--- src/rtl/wb_write_arbiter_if.sv ---
// wb_write_arbiter_if
//   Bundles the writeback arbiter's pipeline, long-latency, register file
//   and hazard-check signals.
//   master : environment side (MEM stage, long-latency units, decode, regfile)
//   slave  : arbiter side
//   Signals:
//     stall_i, mem_wreg, mem_wd, mem_wdata   MEM/WB pipeline write request
//     lu_valid, lu_addr, lu_data, lu_ready   long-latency result handshake
//     wr_en, wraddr, wrdata                  register file write port
//     chk_addr1/2, pend_hit1/2, pend_cnt     decode hazard check, FIFO fill
interface wb_write_arbiter_if #(
  parameter int ADDR_W = 5,
  parameter int DATA_W = 32,
  parameter int DEPTH  = 2
);
  localparam int CNT_W = $clog2(DEPTH + 1);

  logic              stall_i;
  logic              mem_wreg;
  logic [ADDR_W-1:0] mem_wd;
  logic [DATA_W-1:0] mem_wdata;
  logic              lu_valid;
  logic [ADDR_W-1:0] lu_addr;
  logic [DATA_W-1:0] lu_data;
  logic              lu_ready;
  logic              wr_en;
  logic [ADDR_W-1:0] wraddr;
  logic [DATA_W-1:0] wrdata;
  logic [ADDR_W-1:0] chk_addr1;
  logic [ADDR_W-1:0] chk_addr2;
  logic              pend_hit1;
  logic              pend_hit2;
  logic [CNT_W-1:0]  pend_cnt;

  modport master (
    output stall_i, mem_wreg, mem_wd, mem_wdata,
    output lu_valid, lu_addr, lu_data,
    output chk_addr1, chk_addr2,
    input  lu_ready, wr_en, wraddr, wrdata,
    input  pend_hit1, pend_hit2, pend_cnt
  );

  modport slave (
    input  stall_i, mem_wreg, mem_wd, mem_wdata,
    input  lu_valid, lu_addr, lu_data,
    input  chk_addr1, chk_addr2,
    output lu_ready, wr_en, wraddr, wrdata,
    output pend_hit1, pend_hit2, pend_cnt
  );
endinterface

--- src/rtl/wb_write_arbiter.sv ---
// wb_write_arbiter
//   Writeback-side driver of the register file write port. MEM-stage results
//   are registered straight through (MEM/WB boundary); results from
//   long-latency units wait in a small FIFO and drain into cycles the
//   pipeline leaves free. Decode is told which registers still have a
//   buffered result so it can stall operand reads.
//   Ports:
//     clk  clock, all state on posedge
//     rst  asynchronous active-low reset
//     bus  wb_write_arbiter_if.slave (see interface file for signal list)
module wb_write_arbiter #(
  parameter int ADDR_W = 5,
  parameter int DATA_W = 32,
  parameter int DEPTH  = 2
) (
  input  logic                  clk,
  input  logic                  rst,
  wb_write_arbiter_if.slave     bus
);
  localparam int CNT_W = $clog2(DEPTH + 1);
  localparam int PTR_W = (DEPTH > 1) ? $clog2(DEPTH) : 1;

  // Output flops
  logic              wr_en_q, wr_en_d;
  logic [ADDR_W-1:0] wraddr_q, wraddr_d;
  logic [DATA_W-1:0] wrdata_q, wrdata_d;

  // FIFO control
  logic [CNT_W-1:0]  cnt_q, cnt_d;
  logic [PTR_W-1:0]  head_q, head_d;
  logic [PTR_W-1:0]  tail_q, tail_d;
  logic [DEPTH-1:0]  valid_q, valid_d;

  // FIFO storage (no reset needed; valid_q qualifies every entry)
  logic [ADDR_W-1:0] fifo_addr_q [DEPTH];
  logic [DATA_W-1:0] fifo_data_q [DEPTH];

  logic pipe_wr;
  logic pop;
  logic push;
  logic lu_ready;
  logic [DEPTH-1:0] hit1_vec;
  logic [DEPTH-1:0] hit2_vec;

  function automatic logic [PTR_W-1:0] ptr_inc(input logic [PTR_W-1:0] p);
    ptr_inc = (p == PTR_W'(DEPTH - 1)) ? '0 : p + 1'b1;
  endfunction

  // Pipeline writes always win; r0 writes are dropped and free the slot.
  assign pipe_wr  = !bus.stall_i && bus.mem_wreg && (bus.mem_wd != '0);
  assign pop      = !pipe_wr && (cnt_q != '0);
  // Ready looks only at the registered count: a full FIFO refuses a push
  // even in a cycle that pops, which keeps lu_ready free of pipeline timing.
  assign lu_ready = (cnt_q < CNT_W'(DEPTH));
  // lu_addr==0 completes the handshake but is never stored.
  assign push     = bus.lu_valid && lu_ready && (bus.lu_addr != '0);

  always_comb begin
    wr_en_d  = pipe_wr || pop;
    wraddr_d = wraddr_q;
    wrdata_d = wrdata_q;
    head_d   = head_q;
    tail_d   = tail_q;
    cnt_d    = cnt_q;
    valid_d  = valid_q;

    if (pipe_wr) begin
      wraddr_d = bus.mem_wd;
      wrdata_d = bus.mem_wdata;
    end else if (pop) begin
      wraddr_d = fifo_addr_q[head_q];
      wrdata_d = fifo_data_q[head_q];
    end

    if (pop) begin
      valid_d[head_q] = 1'b0;
      head_d          = ptr_inc(head_q);
    end
    // Push never targets the popped slot: pop needs cnt>0 and push needs
    // cnt<DEPTH, so tail and head cannot coincide when both fire.
    if (push) begin
      valid_d[tail_q] = 1'b1;
      tail_d          = ptr_inc(tail_q);
    end

    if (push && !pop) begin
      cnt_d = cnt_q + 1'b1;
    end else if (pop && !push) begin
      cnt_d = cnt_q - 1'b1;
    end
  end

  always_ff @(posedge clk or negedge rst) begin
    if (!rst) begin
      wr_en_q  <= 1'b0;
      wraddr_q <= '0;
      wrdata_q <= '0;
      cnt_q    <= '0;
      head_q   <= '0;
      tail_q   <= '0;
      valid_q  <= '0;
    end else begin
      wr_en_q  <= wr_en_d;
      wraddr_q <= wraddr_d;
      wrdata_q <= wrdata_d;
      cnt_q    <= cnt_d;
      head_q   <= head_d;
      tail_q   <= tail_d;
      valid_q  <= valid_d;
    end
  end

  always_ff @(posedge clk) begin
    if (push) begin
      fifo_addr_q[tail_q] <= bus.lu_addr;
      fifo_data_q[tail_q] <= bus.lu_data;
    end
  end

  // Per-entry address compare for the decode hazard check.
  genvar gi;
  generate
    for (gi = 0; gi < DEPTH; gi++) begin : g_hit
      assign hit1_vec[gi] = valid_q[gi] && (fifo_addr_q[gi] == bus.chk_addr1);
      assign hit2_vec[gi] = valid_q[gi] && (fifo_addr_q[gi] == bus.chk_addr2);
    end
  endgenerate

  // A result being accepted this cycle counts as pending. The value in the
  // output flop does not: the register file forwards wrdata that cycle.
  assign bus.pend_hit1 = (bus.chk_addr1 != '0) &&
                         ((|hit1_vec) || (push && (bus.lu_addr == bus.chk_addr1)));
  assign bus.pend_hit2 = (bus.chk_addr2 != '0) &&
                         ((|hit2_vec) || (push && (bus.lu_addr == bus.chk_addr2)));

  assign bus.lu_ready = lu_ready;
  assign bus.wr_en    = wr_en_q;
  assign bus.wraddr   = wraddr_q;
  assign bus.wrdata   = wrdata_q;
  assign bus.pend_cnt = cnt_q;
endmodule

--- src/flat_wrapper.sv ---
// flat-port wrapper written by rule: the top's interface ports become plain ports
module wb_write_arbiter_flat 
#(
  parameter int ADDR_W = 5,
  parameter int DATA_W = 32,
  parameter int DEPTH  = 2
)
  (clk, rst, bus_stall_i, bus_mem_wreg, bus_mem_wd, bus_mem_wdata, bus_lu_valid, bus_lu_addr, bus_lu_data, bus_chk_addr1, bus_chk_addr2, bus_lu_ready, bus_wr_en, bus_wraddr, bus_wrdata, bus_pend_hit1, bus_pend_hit2, bus_pend_cnt);
  wb_write_arbiter_if #(.ADDR_W(ADDR_W), .DATA_W(DATA_W), .DEPTH(DEPTH)) bus_i ();
  input  logic clk;
  input  logic rst;
  input wire logic [$bits(bus_i.stall_i)-1:0] bus_stall_i;
  input wire logic [$bits(bus_i.mem_wreg)-1:0] bus_mem_wreg;
  input wire logic [$bits(bus_i.mem_wd)-1:0] bus_mem_wd;
  input wire logic [$bits(bus_i.mem_wdata)-1:0] bus_mem_wdata;
  input wire logic [$bits(bus_i.lu_valid)-1:0] bus_lu_valid;
  input wire logic [$bits(bus_i.lu_addr)-1:0] bus_lu_addr;
  input wire logic [$bits(bus_i.lu_data)-1:0] bus_lu_data;
  input wire logic [$bits(bus_i.chk_addr1)-1:0] bus_chk_addr1;
  input wire logic [$bits(bus_i.chk_addr2)-1:0] bus_chk_addr2;
  output wire logic [$bits(bus_i.lu_ready)-1:0] bus_lu_ready;
  output wire logic [$bits(bus_i.wr_en)-1:0] bus_wr_en;
  output wire logic [$bits(bus_i.wraddr)-1:0] bus_wraddr;
  output wire logic [$bits(bus_i.wrdata)-1:0] bus_wrdata;
  output wire logic [$bits(bus_i.pend_hit1)-1:0] bus_pend_hit1;
  output wire logic [$bits(bus_i.pend_hit2)-1:0] bus_pend_hit2;
  output wire logic [$bits(bus_i.pend_cnt)-1:0] bus_pend_cnt;
  assign bus_i.stall_i = bus_stall_i;
  assign bus_i.mem_wreg = bus_mem_wreg;
  assign bus_i.mem_wd = bus_mem_wd;
  assign bus_i.mem_wdata = bus_mem_wdata;
  assign bus_i.lu_valid = bus_lu_valid;
  assign bus_i.lu_addr = bus_lu_addr;
  assign bus_i.lu_data = bus_lu_data;
  assign bus_i.chk_addr1 = bus_chk_addr1;
  assign bus_i.chk_addr2 = bus_chk_addr2;
  assign bus_lu_ready = bus_i.lu_ready;
  assign bus_wr_en = bus_i.wr_en;
  assign bus_wraddr = bus_i.wraddr;
  assign bus_wrdata = bus_i.wrdata;
  assign bus_pend_hit1 = bus_i.pend_hit1;
  assign bus_pend_hit2 = bus_i.pend_hit2;
  assign bus_pend_cnt = bus_i.pend_cnt;
  wb_write_arbiter #(.ADDR_W(ADDR_W), .DATA_W(DATA_W), .DEPTH(DEPTH)) u_core (.clk(clk), .rst(rst), .bus(bus_i));
endmodule
--- config.mk ---
export PLATFORM = sky130hd
export DESIGN_NAME = wb_write_arbiter_flat
export DESIGN_NICKNAME = d
export VERILOG_FILES = /design/src/rtl/wb_write_arbiter_if.sv /design/src/rtl/wb_write_arbiter.sv /design/src/flat_wrapper.sv
export SDC_FILE = /design/constraint.sdc
export NUM_CORES = 1
export LEC_CHECK = 0
export CORE_ASPECT_RATIO = 1.75
export CORE_MARGIN = 3
export CORE_UTILIZATION = 40
export CTS_CLUSTER_SIZE = 28
export DETAILED_ROUTE_END_ITERATION = 10
export DONT_BUFFER_PORTS = 1
export GPL_TIMING_DRIVEN = 0
export PLACE_DENSITY = 0.57
export RECOVER_POWER = 100
export SYNTH_ARGS = -nofsm -noshare
export SYNTH_HDL_FRONTEND = slang
export SYNTH_SLANG_ARGS = --single-unit
export TNS_END_PERCENT = 1
--- constraint.sdc ---
create_clock -name clk -period 3.1 [get_ports clk]
set_input_delay 0.62 -clock clk [delete_from_list [all_inputs] [get_ports clk]]
set_output_delay 0.62 -clock clk [all_outputs]
set_load 0.01 [all_outputs]
==> results.py, run 1 <==
metrics = {
    "power_and_ir_drop": {
        "power_density_nw_per_um2": 1010,
        "ir_worst_vdd_mv": 0.574,
        "p_leak_nw": 2.17,
        "power_mw": 5.88,
    },
    "global_route": {
        "grt_overflow_total": 0,
        "grt_pass1_wl_um": 18400,
        "grt_pass1_vias": 3306,
        "antenna_found_initial": 0,
        "grt_max_degree": 45,
        "grtUsageTotal": 0.175,
    },
    "cells_and_area": {
        "fin_nets": 509,
        "drive_gt1_frac": 0.106,
        "layout_commonest_cell": "edfxtp_1",
        "area_delta_synth_final_pct": 16.4,
        "n_fill_cell": 1117,
        "layout_common_cells": "74 x edfxtp_1, 44 x dfrtp_1, 41 x o21ai_0, 41 x nand2_1, 39 x nor2_1",
        "finish.utilization": 0.479,
        "multi_input_area_um2": 1560,
        "num_antenna_cells": 0,
        "seq_area_um2": 3320,
    },
    "setup_path": {
        "timing.rr.end": "u_core.fifo_data_q[1][18]",
        "critPathRequiredTime_ns": 3.20,
        "endpoint": "u_core.fifo_data_q[1][18]",
        "cp_max_fo": 21,
        "end_kind": "register",
        "cp.arrival_ns": 2.73,
        "worstSetupStartpointType": "register",
        "ff2ff_setup_slack_ns": 0.48,
        "crit_type": "register to register",
        "startpoint": "u_core.bus.pend_cnt[1]",
        "reg2reg_depth": 4,
        "r2r-start": "u_core.bus.pend_cnt[1]",
    },
    "clock_tree": {
        "cts_buffers": 17,
        "post_cts_buffers": 0,
        "htreeDepth": 4,
        "cts_tree": "done",
        "cts_resized": 0,
        "cts_buffer_depth": 2,
        "cts.clk_slew.worst_paths_ns": 0.06,
        "clock-root-buffer": "clkbuf_16",
        "clk_latency_ns": 0.40,
        "cts.sinks": 118,
        "hold_buffers": 1,
    },
    "synth": {
        "syn_area_per_cell_um2": 12.6,
        "synth-warning-count": 0,
        "mappedNetlistArea_um2": 5000,
        "synth_area_leaders": "edfxtp_1 44%, dfrtp_1 22%, mux2i_1 7.4%, xnor2_1 5.1%, o21ai_0 4.1%",
        "yosysTopAreaCell": "edfxtp_1",
        "synth_top_area_frac": 0.445,
        "synthCells": 397,
        "synthDistinctLibCells": 29,
        "ys_ff_latch": 118,
        "yosysSeqAreaShare": 0.665,
        "synth_fp_nets": 487,
    },
    "sta": {
        "worstMarginPinSlew_ns": 2.30,
        "rsz0062_at_grt": "false",
        "layout_worst_path_cycle_share": 0.846,
        "skew_ns": 0.00992,
        "finalHoldViolations": 0,
        "drv_slew": 62,
        "period_minus_slack_ns": 2.62,
        "worst_slew_margin_rel": -0.533,
        "fmax_mhz": 381,
        "finalSetupViolCount": 0,
        "setup_ws_ns": 0.476,
    },
    "status": {
        "outcome": "finished with violations",
        "violations": "capacitance limit, slew limit",
    },
    "drt": {
        "wl_per_cell_um": 19.6,
        "finalWirelength_um": 11700,
        "drc": 0,
        "vias_per_cell": 5.17,
        "ant_nets": 0,
        "vias": 3086,
        "first_iter_violations": 81,
        "drtPass1Iterations": 4,
    },
    "placed_design": {
        "pre_cts_slack_ns": 0.554,
        "hpwlAfterDp_um": 8430,
        "portBuffers": 0,
        "place.gp.congestion": 0.871,
    },
    "job": {
        "drv_cap": 2,
    },
    "floorplanning": {
        "core_region_area_um2": 12100,
        "start_util": 0.412,
        "rows": 53,
        "dieHeight_um": 154,
        "io_pins": 132,
        "die_area_um2": 13900,
        "fp.dieW_um": 90.5,
    },
    "min_path": {
        "hp-class": "input port to register",
    },
}
==> cells by family after synthesis <==
kind of cell / Yosys count / synth area share
buf+inv: 24 / 0.0233
simple gates: 97 / 0.0819
compound gates: 84 / 0.0879
fa+ha+maj: 1 / 0.00250
mux: 38 / 0.0764
xor+xnor: 35 / 0.0629
flops: 118 / 0.665
==> layer usage <==
metal / track usage / part of all wire / up-vias
met5: 0 / 0 / -
met4: 0.0782 / 0.022 / 0
met3: 0.0548 / 0.061 / 17
met2: 0.321 / 0.57 / 93
met1: 0.179 / 0.35 / 1517
li1: - / - / 1459
==> registers in the layout, indices dropped and copies added (netlist names) <==
signal	cells
u_core.tail_q	1
u_core.bus.wrdata	32
u_core.head_q	1
u_core.fifo_addr_q	10
u_core.bus.wraddr	5
u_core.bus.pend_cnt	2
u_core.bus.wr_en	1
u_core.fifo_data_q	64
u_core.valid_q	2
==> worst max-delay path: stages (launching register included) <==
cell	delay, ns
dfrtp_1	0.46
nor2b_1	0.16
o21ai_2	0.13
nor2_1	1.30
buf_16	0.26
==> cells in the mapped netlist <==
cell type  number
nor2b_1         2
nand2b_1        1
mux2_2          1
nand2_1        41
clkbuf_1        9
nand3_1         2
or4_1           4
buf_2           9
a21oi_1        36
nand4_1         4
edfxtp_1       74
o21ai_2         1
nor4_1          2
o21a_1          1
mux2i_1        37
inv_1           3
buf_1           1
dfrtp_1        44
or2_4           1
xnor2_2         1
o22a_1          2
ha_1            1
nor2_1         40
o22ai_1         2
xor2_1          5
xnor2_1        29
o31ai_1         1
o21ai_0        41
buf_6           2
==> per-stage QoR <==
step	TNS (ns)	hold WS (ns)	cells	instance area, um^2
finish	0	0.311	597	5820
floorplan	0	0.324	397	5000
global placement	-63.72	0.326	562	5200
global route	0	0.291	597	5820
CTS	0	0.0664	597	5890
detailed placement	0	0.326	564	5270
==> cell type report <==
cell class / count / area share
multi-input combinational: 255 / 0.268
inverter: 3 / 0.00194
buffer: 21 / 0.0153
sequential: 118 / 0.571
clock inverter: 14 / 0.0254
tap: 165 / 0.0355
clock buffer: 18 / 0.0755
timing repair buffer: 3 / 0.00731
==> power breakdown <==
group,leakage (nW),internal (mW),total (mW),switching [mW]
clock,0.276,1.21,1.92,0.708
sequential,1.21,2.17,2.58,0.407
combinational,0.683,0.539,1.39,0.848
total,2.17,3.92,5.88,1.96
==> how the worst min path moves through the flow <==
stage,depth (start not counted),from,endpoint
global placement,0,rst,u_core.bus.wr_en
global route,0,bus_lu_data[27],u_core.fifo_data_q[0][27]
finish,0,bus_lu_data[12],u_core.fifo_data_q[1][12]
detailed placement,0,rst,u_core.bus.wr_en
floorplan,0,rst,u_core.bus.pend_cnt[0]
CTS,1,rst,u_core.bus.wrdata[4]
(Power assumes the default switching activity.)
==> inputs of run 2 (changes only) <==
PLACE_DENSITY = 0.59   (was 0.57)
clock period = 2.15 ns   (was 3.1 ns; I/O delays follow)
==> results.py, run 2 (same netlist as run 1, synthesis figures left out) <==
metrics = {
    "status": {
        "outcome": "completed",
    },
    "power_and_ir_drop": {
        "ir_worst_vdd_mv": 0.801,
        "p_leak_nw": 2.19,
        "swShare": 0.333,
        "p_int_mw": 5.63,
        "power_frac_clock": 0.315,
        "seq_power_share": 0.443,
        "pwr-share-comb": 0.242,
        "p_sw_mw": 2.81,
        "power_density_nw_per_um2": 1440,
    },
    "min_path": {
        "holdPathStages": 0,
        "holdPathEnd": "u_core.fifo_data_q[1][4]",
        "hp-class": "input port to register",
        "min-delay-start": "bus_lu_data[4]",
    },
    "clock_tree": {
        "cts.sinks": 118,
        "clk_latency_ns": 0.40,
        "cts_buffers": 17,
        "htreeDepth": 4,
        "clock-root-buffer": "clkbuf_16",
        "cts.clk_slew.worst_paths_ns": 0.06,
        "cts_buffer_depth": 2,
        "cts_tree": "done",
    },
    "floorplanning": {
        "io_pins": 132,
        "die_area_um2": 13900,
        "start_util": 0.412,
        "fp.dieW_um": 90.5,
        "rows": 53,
        "core_region_area_um2": 12100,
        "dieHeight_um": 154,
    },
    "setup_path": {
        "crit_type": "register to output pin",
        "cp_max_fo": 7,
        "worstSetupStartpointType": "register",
        "critPathRequiredTime_ns": 1.72,
        "end_kind": "output pin",
        "reg2reg_depth": 5,
        "timing.rr.end": "u_core.bus.wrdata[31]",
        "cp.arrival_ns": 1.69,
        "r2r-start": "u_core.bus.pend_cnt[0]",
        "ff2ff_setup_slack_ns": 0.23,
    },
    "cells_and_area": {
        "area_delta_synth_final_pct": 17.3,
        "fin_nets": 510,
        "layout_common_cells": "74 x edfxtp_1, 43 x dfrtp_1, 41 x o21ai_0, 41 x nand2_1, 38 x nor2_1",
        "num_antenna_cells": 0,
        "largest_reg_flops": 64,
        "layout_commonest_cell": "edfxtp_1",
        "finalInstanceArea_um2": 5860,
        "drive_gt1_frac": 0.129,
        "finish.utilization": 0.483,
        "regMostFlops": "u_core.fifo_data_q",
    },
    "drt": {
        "first_iter_violations": 136,
        "vias": 3115,
        "drc": 0,
        "ant_nets": 0,
        "finalWirelength_um": 11800,
        "drtPass1Iterations": 4,
        "wl_per_cell_um": 19.8,
        "vias_per_cell": 5.21,
    },
    "sta": {
        "worst_slew_margin_rel": 0.209,
        "drv_slew": 0,
        "rsz0062_at_grt": "true",
        "worstMarginPinSlew_ns": 1.19,
        "finalSetupViolCount": 0,
        "fmax_mhz": 473,
        "period_minus_slack_ns": 2.12,
        "finalHoldViolations": 0,
        "skew_ns": 0.00479,
        "layout_worst_path_cycle_share": 0.984,
    },
    "global_route": {
        "grt_max_degree": 45,
        "grt_pass1_vias": 3488,
        "antenna_found_initial": 0,
        "grt_overflow_total": 0,
        "grtUsageTotal": 0.177,
        "grt_pass1_wl_um": 18500,
    },
    "placed_design": {
        "portBuffers": 0,
        "hpwlAfterDp_um": 8600,
        "dpl_cell_area_um2": 5260,
        "place.gp.congestion": 0.811,
    },
    "job": {
        "drv_cap": 0,
    },
}
## run 2: cell count changes in the layout (fill, tap and decap cells not counted), sizes merged
cell,delta
clkdlybuf4s25,-1
inv,-4
clkbuf,-4
dlygate4sd3,+1
clkinv,+5
clkinvlp,-1
buf,+5
## run 2: layout make-up
cell class                      count  area, um^2
Timing Repair Buffer                4        55.1
Inverter                            3        11.3
Tap cell                          165         206
Sequential cell                   118        3320
Fill cell                        1086        6270
Clock buffer                       18         429
Clock inverter                     14         136
Buffer                             21         108
Multi-Input combinational cell    255        1590
## run 2: per-stage QoR
step | instances | worst slack, ns | power (mW) | TNS [ns] | hold WS [ns]
2_1_floorplan | 397 | -0.529 | 5.16 | -39.11 | 0.134
3_3_place_gp | 562 | -1.76 | 5.74 | -130.30 | 0.136
3_5_place_dp | 564 | -0.0969 | 5.84 | -0.230 | 0.136
4_1_cts | 598 | 0.00106 | 8.56 | 0 | 0.100
5_1_grt | 598 | -0.0321 | 8.97 | -0.0360 | 0.0983
6_report | 598 | 0.0339 | 8.44 | 0 | 0.121
## run 2: power groups by stage
stage / Sequential, mW / Clock (mW) / Combinational [mW]
5_1_grt: 3.80 / 2.81 / 2.36
4_1_cts: 3.74 / 2.72 / 2.10
3_3_place_gp: 3.78 / 0 / 1.96
2_1_floorplan: 3.63 / 0 / 1.52
6_report: 3.73 / 2.66 / 2.04
3_5_place_dp: 3.78 / 0 / 2.06
## run 2: worst max path at each step
stage | from | end | slack, ns | cells after the start
floorplan | u_core.bus.pend_cnt[1] | u_core.fifo_addr_q[0][0] | -0.53 | 3
global placement | u_core.bus.pend_cnt[1] | u_core.fifo_data_q[1][25] | -1.76 | 3
detailed placement | bus_lu_addr[0] | u_core.bus.pend_cnt[1] | -0.1 | 7
CTS | u_core.bus.pend_cnt[1] | bus_pend_hit2 | 0.001 | 4
global route | u_core.bus.pend_cnt[1] | bus_pend_hit1 | -0.03 | 4
finish | u_core.bus.pend_cnt[1] | bus_pend_hit1 | 0.03 | 4
## run 2: critical path: stages (launching register included)
cell	delay [ns]
dfrtp_2	0.47
nor2b_2	0.17
o21ai_4	0.13
nor4_1	0.28
o22a_1	0.24
## run 2: repair_timing
item                       4_1_cts  5_1_grt
hold buffers                     2        0
setup endpoints to repair        2       10
gates resized for setup          2        7
setup buffers                    0        0
hold endpoints to repair        44        0
## run 2: layer usage
metal | share of wire | up-vias | wire [um] | global-route usage
met2 | 0.57 | 95 | 6750 | 0.328
met4 | 0.029 | 0 | 348 | 0.0891
met5 | 0 | - | 0 | 0
met3 | 0.053 | 28 | 627 | 0.0543
li1 | - | 1462 | - | -
met1 | 0.35 | 1530 | 4120 | 0.176
